**src/rtl/metaframe_generator.sv**
```systemverilog
// Per-lane Interlaken metaframe scheduler feeding the lane scrambler.
// Emits sync/scrambler-state/skip/diagnostic words in fixed slots, payload or idle elsewhere.
module metaframe_generator #(
    parameter int          TX_DATA_WIDTH    = 64,
    parameter int          METAFRAME_LENGTH = 2048,
    parameter logic [63:0] SYNC_WORD        = 64'h78f678f678f678f6,
    parameter logic [63:0] SKIP_WORD        = 64'h21e421e421e421e4,
    parameter logic [63:0] IDLE_WORD        = 64'h8000000000000000
) (
    input  logic                     USER_CLK,
    input  logic                     SYSTEM_RESET_N,
    input  logic [TX_DATA_WIDTH-1:0] DATA_IN,
    input  logic [1:0]               HEADER_IN,
    input  logic                     DATA_IN_VALID,
    output logic                     DATA_IN_READY,
    input  logic                     LANE_STATUS,
    input  logic                     LINK_STATUS,
    input  logic [31:0]              CRC32_IN,
    output logic [TX_DATA_WIDTH-1:0] DATA_OUT,
    output logic [1:0]               HEADER_OUT,
    output logic                     FRAME_START
);

    localparam int CW = $clog2(METAFRAME_LENGTH);

    localparam logic [CW-1:0] S_SYNC     = CW'(0);
    localparam logic [CW-1:0] S_SCRAM    = CW'(1);
    localparam logic [CW-1:0] S_SKIP     = CW'(2);
    localparam logic [CW-1:0] S_PAY_LO   = CW'(3);
    localparam logic [CW-1:0] S_PAY_HI   = CW'(METAFRAME_LENGTH - 2);
    localparam logic [CW-1:0] S_DIAG     = CW'(METAFRAME_LENGTH - 1);

    localparam logic [1:0]  HDR_CTRL   = 2'b10;
    localparam logic [63:0] SCRAM_WORD = {6'b001010, 58'h0};

    logic [CW-1:0]            slot_q;
    logic [CW-1:0]            slot_d;
    logic [TX_DATA_WIDTH-1:0] data_q;
    logic [TX_DATA_WIDTH-1:0] data_d;
    logic [1:0]               hdr_q;
    logic [1:0]               hdr_d;
    logic                     fs_q;
    logic                     fs_d;
    logic                     payload_slot;

    assign payload_slot  = (slot_q >= S_PAY_LO) && (slot_q <= S_PAY_HI);
    assign DATA_IN_READY = SYSTEM_RESET_N && payload_slot;

    assign DATA_OUT    = data_q;
    assign HEADER_OUT  = hdr_q;
    assign FRAME_START = fs_q;

    // Free-running slot counter, wrapping at the metaframe length.
    always_comb begin
        slot_d = (slot_q == S_DIAG) ? '0 : slot_q + 1'b1;
    end

    // Select the word for the current slot; payload slots fall back to idle.
    always_comb begin
        data_d = IDLE_WORD;
        hdr_d  = HDR_CTRL;
        fs_d   = 1'b0;
        unique case (slot_q)
            S_SYNC: begin
                data_d = SYNC_WORD;
                fs_d   = 1'b1;
            end
            S_SCRAM: data_d = SCRAM_WORD;
            S_SKIP:  data_d = SKIP_WORD;
            S_DIAG: begin
                data_d = {6'b011001, 24'h0, LANE_STATUS,
                          LINK_STATUS, CRC32_IN};
            end
            default: begin
                if (DATA_IN_VALID) begin
                    data_d = DATA_IN;
                    hdr_d  = HEADER_IN;
                end
            end
        endcase
    end

    // Register counter and outputs; reset abandons the current metaframe.
    always_ff @(posedge USER_CLK) begin
        if (!SYSTEM_RESET_N) begin
            slot_q <= '0;
            data_q <= '0;
            hdr_q  <= 2'b00;
            fs_q   <= 1'b0;
        end else begin
            slot_q <= slot_d;
            data_q <= data_d;
            hdr_q  <= hdr_d;
            fs_q   <= fs_d;
        end
    end

endmodule
```
**config.mk**
```make
export PLATFORM = sky130hd
export DESIGN_NAME = metaframe_generator
export DESIGN_NICKNAME = d
export VERILOG_FILES = /design/src/rtl/metaframe_generator.sv
export SDC_FILE = /design/constraint.sdc
export NUM_CORES = 1
export LEC_CHECK = 0
export BUFFER_PORTS_ARGS = -buffer_cell sky130_fd_sc_hd__buf_4
export CORE_ASPECT_RATIO = 0.6
export CORE_MARGIN = 2
export CORE_UTILIZATION = 39
export DETAILED_ROUTE_END_ITERATION = 10
export PLACE_DENSITY = 0.74
export SLEW_MARGIN = 20
export SYNTH_ARGS = -nofsm -noshare
export SYNTH_HDL_FRONTEND = slang
export SYNTH_SLANG_ARGS = --single-unit
```
**constraint.sdc**
```tcl
create_clock -name USER_CLK -period 4 [get_ports USER_CLK]
set_input_delay 0.2 -clock USER_CLK [delete_from_list [all_inputs] [get_ports USER_CLK]]
set_output_delay 0.2 -clock USER_CLK [all_outputs]
set_load 0.1 [all_outputs]
```
# == Yosys cells after proc, flatten, opt, wreduce, memory -nomap -nowiden ==
# Index checks and enable logic that the tools add are counted.
# op_classes
n_eq_ne,3
mux,5
bitwise,2
n_mul,0
reduce_logical,6
shifts,0
div_mod_pow,0
magnitude_cmp,2
n_addsub,1
# ops
cell,count
64-bit case mux with 4 select lines,1
64-bit two-way mux,1
"11-bit by 1-bit adder with 11-bit output, second input constant",1
"11-bit by 1-bit equality test with 1-bit output, second input constant",1
"11-bit equality test, second input constant",1
"11-bit by 2-bit equality test with 1-bit output, second input constant",1
"11-bit by 2-bit >= comparator with 1-bit output, second input constant",1
"11-bit <= comparator, second input constant",1
11-bit zero test,1
6-bit OR reduction,1
2-bit two-way mux,2
4-bit OR reduction,1
1-bit logical AND,2
1-bit inverter,2
2-bit OR reduction,1
1-bit two-way mux,1
# totals
output_inout_bits,68
ff_bits,78
latch_bits,0
elab_cells,24
rom_bits,0
ram_bits,0
mem_count,0
in_bits,103

# == Logic depth before layout (Yosys ltp) ==
# Gate-level depths: netlist of the first run.
# depth
word_depth,3
ltp_mapped,8

# == Worst setup path before layout of the first run ==
# Ideal clock, no wire load.
# synth_path
path_type,register to output
from,register slot_q[0]
to,output port DATA_IN_READY
path_slack_ns,1.547
path_stages_with_launch,6
arrival_ns,2.253
required_time_ns,3.800
n_path_buf,0
path_cell_list,dfxtp_1 > inv_1 > ha_1 > nand4b_1 > o31ai_1 > a21oi_1
# synth_via
elab_chain_len,3
# synth_lines
item,line_no,text
start: declaration,36,logic [CW-1:0] slot_q;
start signal: assignment,91,slot_q <= slot_d;
11-bit by 2-bit >= comparator with 1-bit output / 11-bit <= comparator (equally long branches),46,assign payload_slot = (slot_q >= S_PAY_LO) && (slot_q <= S_PAY_HI);
1-bit logical AND *,46,
1-bit logical AND *,47,assign DATA_IN_READY = SYSTEM_RESET_N && payload_slot;
end: declaration,15,"output logic DATA_IN_READY,"
# Mark *: on every way between the ends. The rest lies on a longest branch, timed or not.

# == Final worst setup path of the first run ==
# layout_path
from,register slot_q[4]
to,output port DATA_IN_READY
# Same word-level chain as after synthesis.

==> flow_summary.ini, run 1 <==
[cells_and_area]
area_growth_pct = 60.1
antennaDiodeCount = 0
final.fill_count = 547
final_layout_size_suffix_gt1_share_pct = 45.2
multi_input_area_um2 = 1040
final_core_utilization_pct = 64.8
layout.area.seq_um2 = 1560
finalNetCount = 530

[critical_path]
worstReg2RegStart = slot_q[4]
rrSetupSlack_ps = 1430
timing.critical_path.cells = or4_4, nor3_1, a21oi_1, buf_4
critPathMaxFanout = 8
criticalPathCategory = register to output pin
cp-end-kind = output pin
critPathLaunchType = register
worstPathArrival_ps = 2440
crit_required_ps = 3800
cp_slowest_stage_delay_ps = 670
worst_path_dominant_cell_family = simple AND/OR/NAND/NOR gates
critPathSlowestCell = sky130_fd_sc_hd__nor3_1
critical_path_buf_inv_count = 1
r2r_cells = 4
critical_path.reg2reg.endpoint = DATA_OUT[30]

[global_routing]
total_track_usage_pct = 20.3
antenna_violations_before_repair = 0
grt_pass1_vias = 2396
pin_count_of_the_biggest_net_entering_global_routing = 52
global_route.usage.met2_pct = 32.0
grt_peak_use_layer = met2
gr-usage-met1_pct = 26.4
grt_overflow_total = 0
grt_first_pass_wirelength_mm = 12.0
use_met3_pct = 7.97

[timing]
final_min_period_over_clock_period_pct = 65.9
setup_tns_ps = 0
max_slew_margin_pct = 41.4
timing.final.max_slew_violations = 0
setup_viol = 0
clock_skew_ps = 6.60
final-hold-violation-count = 0
rsz0062_at_grt = no
worst_slew_pin_slew_ps = 879
setup_slack_ps = 1360
worst_hold_slack_ps = 68.3
fmaxAchievable_mhz = 379
final.min_clock_period_ps = 2640

[floorplan]
coreArea_um2 = 6680
num_io_pins = 171
fp.dieH_um = 68.5
initial_core_util_pct = 40.5
die_width_um = 111
die_area_um2 = 7630
placement_rows = 23

[synth]
number_of_enable_type_register_cells_in_the_synthesized_netlist = 0
ys_ff_latch = 78
syn_area_per_cell_um2 = 10.7
yosys.area.top_type = sky130_fd_sc_hd__dfxtp_1
synth_cells = 253
synth_cell_types = 38
top_count_cell_post_synth = sky130_fd_sc_hd__dfxtp_1
ys_warn_count = 0
syn_area_um2 = 2700
synth_async_sr_flop_share_pct = 0
synth_largest_type_area_fraction_pct = 57.8
ys_top_cells_by_area = sky130_fd_sc_hd__dfxtp_1 58%, sky130_fd_sc_hd__a21o_1 5.0%, sky130_fd_sc_hd__a221o_1 4.4%
syn-num-nets = 360
synth_top_flop_cell = sky130_fd_sc_hd__dfxtp_1
synth-seq-area-share_pct = 57.8
synthTopCellsByCount = 78 x sky130_fd_sc_hd__dfxtp_1, 26 x sky130_fd_sc_hd__nand2_1, 18 x sky130_fd_sc_hd__a21o_1, 13 x sky130_fd_sc_hd__nor2_1, 12 x sky130_fd_sc_hd__a221o_1

[run]
max_cap_violations = 0

[clocking]
maximum_level_of_the_cts_h_tree = 3
cts-hold-fix-buffers = 0
cts.repair.resized = 0
clock_tree.root_cell = sky130_fd_sc_hd__clkbuf_16
tritoncts.num_buffers = 9
cts-root-to-sink-buffers = 2
clock_sinks = 78
clk_latency_ps = 330
total_setup_buffers_inserted_after_cts = 0
cts.reportedPaths.clkPinSlew_ps = 60
tritoncts = done

[min_path]
hp-start = DATA_IN[49]
min_to = DATA_OUT[49]
hold_wc_path_type = input pin to register
holdPathStages = 2

[drt]
dr.first_iter.drc_count = 226
route.detailed.wl_per_inst_um = 15.7
post_detailed_route_count_of_antenna_violating_nets = 0
drt-pass1-iter-count = 4
drc = 0
vias_per_cell = 5.02
num_vias = 2581
totalWireLength_mm = 8.06

[placed_design]
hpwlAfterDp_mm = 6.02
numPortBuffers = 170
dp_worst_setup_slack_ps = 1480
gpl.final_weighted_congestion = 0.866

[outcome]
outcome = complete, no violations

[power]
worst_ir_drop_vdd_uv = 285
power_per_cell_area_nw_per_um2 = 581
fin_total_pwr_uw = 2510
power.static_leakage_uw = 0.00216
cells in the final DEF, fill, tap and decap left out, types with 2 or more instances in the layout:
cell / instances
sky130_fd_sc_hd__and3_1: 5
sky130_fd_sc_hd__a21o_1: 18
sky130_fd_sc_hd__clkinvlp_4: 2
sky130_fd_sc_hd__xnor2_1: 3
sky130_fd_sc_hd__nor3_1: 5
sky130_fd_sc_hd__clkbuf_16: 9
sky130_fd_sc_hd__or3_1: 2
sky130_fd_sc_hd__a21oi_1: 7
sky130_fd_sc_hd__dfxtp_1: 78
sky130_fd_sc_hd__nand3_1: 5
sky130_fd_sc_hd__nand4_1: 2
sky130_fd_sc_hd__o21ai_0: 2
sky130_fd_sc_hd__a22o_1: 11
sky130_fd_sc_hd__ha_1: 4
sky130_fd_sc_hd__buf_4: 173
sky130_fd_sc_hd__xor2_1: 5
sky130_fd_sc_hd__inv_1: 4
sky130_fd_sc_hd__or4_4: 2
sky130_fd_sc_hd__nor2_1: 13
sky130_fd_sc_hd__a22oi_1: 10
sky130_fd_sc_hd__a221o_1: 12
sky130_fd_sc_hd__and2_1: 9
sky130_fd_sc_hd__nand2_1: 26
sky130_fd_sc_hd__o2bb2ai_1: 2
cells by family after synthesis:
kind of cell             share of synthesized area (%)
AND/OR/NAND/NOR                                   14.8
flip-flops                                        57.8
AO/OA/AOI/OAI                                     19.3
buffers and inverters                             3.75
XOR/XNOR                                          2.59
adder cells (fa/ha/maj)                           1.85
through the flow:
| stage | std cells | cell area [um2] |
|---|---|---|
| after floorplan | 253 | 2700 |
| after detailed placement | 499 | 4030 |
| after CTS | 514 | 4330 |
| after global placement | 499 | 4030 |
| final | 514 | 4330 |
| after global routing | 514 | 4330 |
layout make-up:
| cell class | instances | area share (%) |
|---|---|---|
| sequential | 78 | 36.1 |
| multi-input combinational | 156 | 24.1 |
| inverter | 5 | 0.434 |
| tap | 87 | 2.52 |
| clock inverter | 5 | 1.36 |
| timing repair buffer | 173 | 30.0 |
| clock buffer | 10 | 5.52 |
routing by layer:
layer | vias to the layer above | wire (um)
met4 | 0 | 59
li1 | 1248 | -
met1 | 1205 | 3600
met3 | 8 | 650
met5 | - | 0
met2 | 120 | 3750
worst max-delay path by stage:
| stage | start | to | slack [ps] | depth (start not counted) |
|---|---|---|---|---|
| after floorplan | slot_q[0] | DATA_IN_READY | 1550 | 5 |
| final | slot_q[4] | DATA_IN_READY | 1360 | 4 |
| after global routing | slot_q[4] | DATA_IN_READY | 1210 | 4 |
| after global placement | slot_q[4] | DATA_OUT[14] | 1500 | 4 |
| after detailed placement | slot_q[4] | DATA_OUT[14] | 1480 | 4 |
| after CTS | slot_q[4] | DATA_IN_READY | 1390 | 4 |
power breakdown:
group          switching (uW)  internal, uW  total [uW]  leakage, uW
clock                     305           497         802     0.000141
combinational             632           204         837      0.00138
sequential               23.4           851         874     0.000644
total                     961          1550        2510      0.00216
flip-flops by register name, summed over array words and instances (netlist names):
register and flops:
DATA_OUT 64, slot_q 11, HEADER_OUT 2, FRAME_START 1
(Power assumes the default switching activity.)
==> run 2, diff against run 1 <==
ABC_AREA = 1   (was not set)
PLACE_DENSITY = 0.73   (was 0.74)
clock period = 2.19 ns   (was 4 ns; I/O delays follow)
==> run 2 against run 1 <==
  * Synthesized cell count is 63% higher
  * First-iteration DRC count is 10% lower
  * Via count is 40% higher
  * Flip-flop and latch count stayed put
  * Sequential power is 83% higher
  * Worst setup slack worse by 1100 ps
  * Non-clock buffer count is 64 higher
  * Hold slack worse by 66 ps
  * Largest power group is now combinational cells
==> flow_summary.ini, run 2 <==
[clocking]
clock_tree.root_cell = sky130_fd_sc_hd__clkbuf_16
tritoncts = done
tritoncts.num_buffers = 9
maximum_level_of_the_cts_h_tree = 3
cts-root-to-sink-buffers = 2
clock_sinks = 78
cts.reportedPaths.clkPinSlew_ps = 60
clk_latency_ps = 330
total_setup_buffers_inserted_after_cts = 0

[critical_path]
cp-end-kind = output pin
worstReg2RegStart = slot_q[0]
criticalPathCategory = register to output pin
crit_required_ps = 2080
critPathLaunchType = register
path_common_cell = sky130_fd_sc_hd__inv_1
worstPathArrival_ps = 1840
timing.critical_path.cells = inv_1, ha_1, inv_1, nor2_1, a211oi_1, nor2_2, buf_4
critPathSlowestCell = sky130_fd_sc_hd__dfxtp_1
r2r_cells = 9
critPathMaxFanout = 5
critical_path.reg2reg.endpoint = DATA_OUT[3]
critical_path_buf_inv_count = 3
cp_slowest_stage_delay_ps = 390
worst_path_dominant_cell_family = buffers and inverters
rrSetupSlack_ps = 280

[global_routing]
antenna_violations_before_repair = 0
grt_pass1_vias = 3619
use_met3_pct = 6.21
gr-usage-met1_pct = 29.9
grt_peak_use_layer = met2
pin_count_of_the_biggest_net_entering_global_routing = 37
global_route.usage.met2_pct = 38.7
grt_overflow_total = 0
grt_first_pass_wirelength_mm = 18.1
total_track_usage_pct = 23.7

[synth]
synthTopCellsByCount = 101 x sky130_fd_sc_hd__nand2_1, 78 x sky130_fd_sc_hd__dfxtp_1, 41 x sky130_fd_sc_hd__nor2_1, 39 x sky130_fd_sc_hd__nand3_2, 34 x sky130_fd_sc_hd__inv_1
synth_cell_types = 33
ys_ff_latch = 78
syn_area_per_cell_um2 = 8.35
syn-num-nets = 519
synth-seq-area-share_pct = 45.4
synth_largest_type_area_fraction_pct = 45.4
synth_cells = 412
synth_top_flop_cell = sky130_fd_sc_hd__dfxtp_1
yosys.area.top_type = sky130_fd_sc_hd__dfxtp_1
number_of_enable_type_register_cells_in_the_synthesized_netlist = 0
top_count_cell_post_synth = sky130_fd_sc_hd__nand2_1
ys_warn_count = 0
ys_top_cells_by_area = sky130_fd_sc_hd__dfxtp_1 45%, sky130_fd_sc_hd__nand3_2 11%, sky130_fd_sc_hd__nand2_1 11%
syn_area_um2 = 3440
synth_async_sr_flop_share_pct = 0

[power]
clockPowerShare_pct = 33.1
fraction_of_power_spent_switching_nets_pct = 38.5
share_comb_of_total_power_pct = 35.6
power_per_cell_area_nw_per_um2 = 893
power_frac_seq_pct = 31.3
power.static_leakage_uw = 0.00276
p_sw_uw = 1970
worst_ir_drop_vdd_uv = 470
power.internal_uw = 3150

[floorplan]
fp.dieH_um = 76.7
coreArea_um2 = 8520
die_width_um = 125
die_area_um2 = 9610
num_io_pins = 171
placement_rows = 26
initial_core_util_pct = 40.4

[drt]
num_vias = 3616
route.detailed.wl_per_inst_um = 15.0
totalWireLength_mm = 11.4
vias_per_cell = 4.76
drc = 0
dr.first_iter.drc_count = 203
drt-pass1-iter-count = 5
post_detailed_route_count_of_antenna_violating_nets = 0

[cells_and_area]
area_growth_pct = 66.5
layout.area.seq_um2 = 1560
antennaDiodeCount = 0
final.fill_count = 672
most_common_library_cell_in_the_layout_ignoring_fill_and_taps = sky130_fd_sc_hd__buf_4
finalNetCount = 749
most-common-layout-cells = 175 x sky130_fd_sc_hd__buf_4, 101 x sky130_fd_sc_hd__nand2_1, 78 x sky130_fd_sc_hd__dfxtp_1, 61 x sky130_fd_sc_hd__dlygate4sd3_1, 40 x sky130_fd_sc_hd__nor2_1
multi_input_area_um2 = 1600
largest_reg_flops = 64
final_layout_size_suffix_gt1_share_pct = 40.2

[timing]
final-hold-violation-count = 0
setup_slack_ps = 239
final_min_period_over_clock_period_pct = 89.1
timing.final.max_slew_violations = 0
worst_hold_slack_ps = 2.72
setup_tns_ps = 0
final.min_clock_period_ps = 1950
worst_slew_pin_slew_ps = 415
clock_skew_ps = 5.57
rsz0062_at_grt = no
fmaxAchievable_mhz = 513
max_slew_margin_pct = 72.1
setup_viol = 0

[min_path]
min_to = HEADER_OUT[0]
hold_wc_path_type = input pin to register
hp-start = HEADER_IN[0]
holdPathStages = 3

[placed_design]
hpwlAfterDp_mm = 7.71
dp_worst_setup_slack_ps = 311
gpl.final_weighted_congestion = 0.940
numPortBuffers = 170

[outcome]
outcome = complete, no violations

[run]
max_cap_violations = 0
==> run 2: logic make-up after synthesis <==
kind of cell               Yosys count  synth area share [%]
and+or+nand+nor                    237                  38.3
DFF                                 78                  45.4
buffers and inverters               55                  8.11
AOI/OAI and AO/OA                   32                  5.17
xor gates and xnor gates             6                  1.53
adders and majority gates            4                  1.46
==> run 2: layout make-up <==
| class | instances | area share, % |
|---|---|---|
| timing repair buffer | 237 | 34.0 |
| clock buffer | 11 | 4.06 |
| multi-input combinational | 279 | 28.0 |
| inverter | 37 | 2.45 |
| clock inverter | 5 | 1.86 |
| sequential | 78 | 27.3 |
| tap | 112 | 2.45 |
==> run 2: metal layers <==
| metal | part of all wire [%] | wire, um | vias up |
|---|---|---|---|
| met2 | 46 | 5260 | 166 |
| met3 | 7.1 | 806 | 34 |
| li1 | - | - | 1765 |
| met4 | 3.3 | 371 | 0 |
| met5 | 0 | 0 | - |
| met1 | 44 | 4960 | 1651 |
==> run 2: worst reg2reg max path: cells and delay by family, from the launching register on <==
kind | cells | cell delay, ps
buffers and inverters | 3 | 560
adders and majority gates | 1 | 240
DFF | 1 | 340
and+or+nand+nor | 5 | 700
==> run 2: worst max-delay path by stage <==
stage                    from             to  slack [ps]  depth (start not counted)
global placement    slot_q[0]   DATA_OUT[56]         410                          9
finish              slot_q[0]  DATA_IN_READY         240                          7
global route        slot_q[1]      slot_q[5]         110                          7
floorplan           slot_q[0]  DATA_IN_READY         440                          6
detailed placement  slot_q[1]      slot_q[4]         310                          7
CTS                 slot_q[0]  DATA_IN_READY         270                          7
==> run 2: stage by stage <==
| stage | cells | area (um2) | total power, uW | utilization (%) |
|---|---|---|---|---|
| finish | 759 | 5730 | 5110 | 67.2 |
| global route | 759 | 5730 | 5280 | 67.2 |
| CTS | 759 | 5730 | 5120 | 67.2 |
| detailed placement | 682 | 4780 | 3340 | 56.0 |
| global placement | 682 | 4780 | 3320 | 56.0 |
| floorplan | 412 | 3440 | 2910 | - |
==> run 2: repair_timing <==
item                      4_1_cts  5_1_grt
hold endpoints to repair       46        0
gates resized for setup         0        0
hold buffers                   61        0
==> run 2: power groups by stage <==
stage                     logic [uW]  clock network [uW]  registers (uW)
after floorplan                  364                   0            2540
after global placement          1700                   0            1620
after detailed placement        1720                   0            1630
after CTS                       1810                1720            1600
after global routing            1890                1780            1610
final                           1820                1690            1600
==> run 3, diff against run 2 <==
PLACE_DENSITY = 0.7   (was 0.73)
SLEW_MARGIN = not set   (was 20)
clock period = 1.8 ns   (was 2.19 ns; I/O delays follow)
==> run 3 against run 2 <==
  * Register-to-register slack lost 140 ps
  * Combinational power grew 27%
  * Final cell count grew 3.6%
  * Utilization grew 3.7 points
==> flow_summary.ini, run 3 (synthesis gave the netlist of run 2 again) <==
[timing]
fmaxAchievable_mhz = 584
setup_viol = 0
setup_tns_ps = 0
clock_skew_ps = 4.93
final_min_period_over_clock_period_pct = 95.1
timing.final.max_slew_violations = 0
max_slew_margin_pct = 69.7
rsz0062_at_grt = no
worst_slew_pin_slew_ps = 454
final.min_clock_period_ps = 1710
final-hold-violation-count = 0

[min_path]
hold_wc_path_type = input pin to register

[cells_and_area]
largest_reg_flops = 64
most_common_library_cell_in_the_layout_ignoring_fill_and_taps = sky130_fd_sc_hd__buf_4
area_growth_pct = 75.6
final_core_utilization_pct = 70.9
final_layout_size_suffix_gt1_share_pct = 42.6
most-common-layout-cells = 186 x sky130_fd_sc_hd__buf_4, 99 x sky130_fd_sc_hd__nand2_1, 76 x sky130_fd_sc_hd__dfxtp_1, 71 x sky130_fd_sc_hd__dlygate4sd3_1, 39 x sky130_fd_sc_hd__nand3_2
final.fill_count = 605
finalNetCount = 775

[critical_path]
criticalPathCategory = register to output pin
startpoint = slot_q[9]
critPathLaunchType = register
crit_required_ps = 1710
critPathMaxFanout = 5
critical_path.reg2reg.endpoint = DATA_OUT[45]
cp-end-kind = output pin
worst_setup_path_endpoint = DATA_IN_READY
rrSetupSlack_ps = 140
worstPathArrival_ps = 1620
worstReg2RegStart = slot_q[1]
r2r_cells = 9

[floorplan]
placement_rows = 26
fp.dieH_um = 76.7
coreArea_um2 = 8520
num_io_pins = 171
die_area_um2 = 9610
die_width_um = 125
initial_core_util_pct = 40.4

[placed_design]
numPortBuffers = 170
hpwlAfterDp_mm = 7.71
gpl.final_weighted_congestion = 0.890

[global_routing]
grt_first_pass_wirelength_mm = 18.6
pin_count_of_the_biggest_net_entering_global_routing = 28
grt_pass1_vias = 3828
grt_overflow_total = 0
total_track_usage_pct = 24.4
antenna_violations_before_repair = 0

[drt]
drc = 0
dr.first_iter.drc_count = 159
drt-pass1-iter-count = 4
num_vias = 3700
vias_per_cell = 4.71
post_detailed_route_count_of_antenna_violating_nets = 0
route.detailed.wl_per_inst_um = 14.8
totalWireLength_mm = 11.6

[clocking]
clock_sinks = 78
maximum_level_of_the_cts_h_tree = 3
clock_tree.root_cell = sky130_fd_sc_hd__clkbuf_16
tritoncts.num_buffers = 9
cts-root-to-sink-buffers = 2
tritoncts = done
cts.reportedPaths.clkPinSlew_ps = 60
clk_latency_ps = 330

[run]
max_cap_violations = 0

[power]
power.static_leakage_uw = 0.00290
worst_ir_drop_vdd_uv = 555
power_per_cell_area_nw_per_um2 = 1030

[outcome]
outcome = complete, no violations
run 3: how the worst min path moves through the flow:
stage	startpoint	end	slack, ps	cells past startpoint
2_1_floorplan	CRC32_IN[0]	DATA_OUT[0]	200	2
3_3_place_gp	CRC32_IN[19]	DATA_OUT[19]	280	3
3_5_place_dp	CRC32_IN[19]	DATA_OUT[19]	290	3
4_1_cts	DATA_IN[6]	DATA_OUT[6]	5	3
5_1_grt	DATA_IN[58]	DATA_OUT[58]	20	3
6_report	CRC32_IN[1]	DATA_OUT[1]	10	3
run 3: cell type report:
cell class | instances | area, um2 | area share, %
antenna | 1 | 2.50 | 0.0414
clock buffer | 11 | 243 | 4.02
clock inverter | 5 | 82.6 | 1.37
inverter | 37 | 140 | 2.32
multi-input combinational | 279 | 1650 | 27.3
sequential | 78 | 1560 | 25.9
tap | 112 | 140 | 2.32
timing repair buffer | 263 | 2220 | 36.7
run 3: per-layer routing:
metal  part of all wire [%]  global-route usage (%)
met5                      0                       0
met2                     47                    41.0
met1                     43                    28.7
met4                    2.5                    10.6
met3                    7.2                    7.82
run 3: critical path, stage by stage (launching register included):
cell and delay (ps):
sky130_fd_sc_hd__dfxtp_1 420, sky130_fd_sc_hd__nand2_1 140, sky130_fd_sc_hd__nor2_4 170, sky130_fd_sc_hd__nand2_1 80, sky130_fd_sc_hd__a211oi_2 230, sky130_fd_sc_hd__nor2_2 80, sky130_fd_sc_hd__buf_12 170
run 3: metrics by stage:
| stage | power (uW) | setup WS (ps) | area, um2 | hold WS, ps | std cells |
|---|---|---|---|---|---|
| after floorplan | 3540 | 69.5 | 3440 | 200 | 412 |
| after global placement | 4090 | 144 | 4870 | 285 | 690 |
| after CTS | 6190 | 24.8 | 5930 | 4.87 | 777 |
| final | 6210 | 87.6 | 6040 | 12.6 | 786 |
| after detailed placement | 4110 | 50.7 | 4870 | 288 | 690 |
| after global routing | 6420 | 4.58 | 6040 | 18.8 | 785 |
run 3: power breakdown:
group / internal, uW / switching [uW] / leakage [uW]
clock: 1250 / 694 / 0.000148
combinational: 660 / 1660 / 0.00211
sequential: 1890 / 55.8 / 0.000644
total: 3800 / 2410 / 0.00290
run 3: repair_timing:
item | 4_1_cts | 5_1_grt
hold buffers | 71 | 0
pin swaps | 0 | 4
resized for setup | 4 | 16
setup endpoints to repair | 1 | 35
setup buffers | 0 | 8
endpoints found under the hold margin | 53 | 0
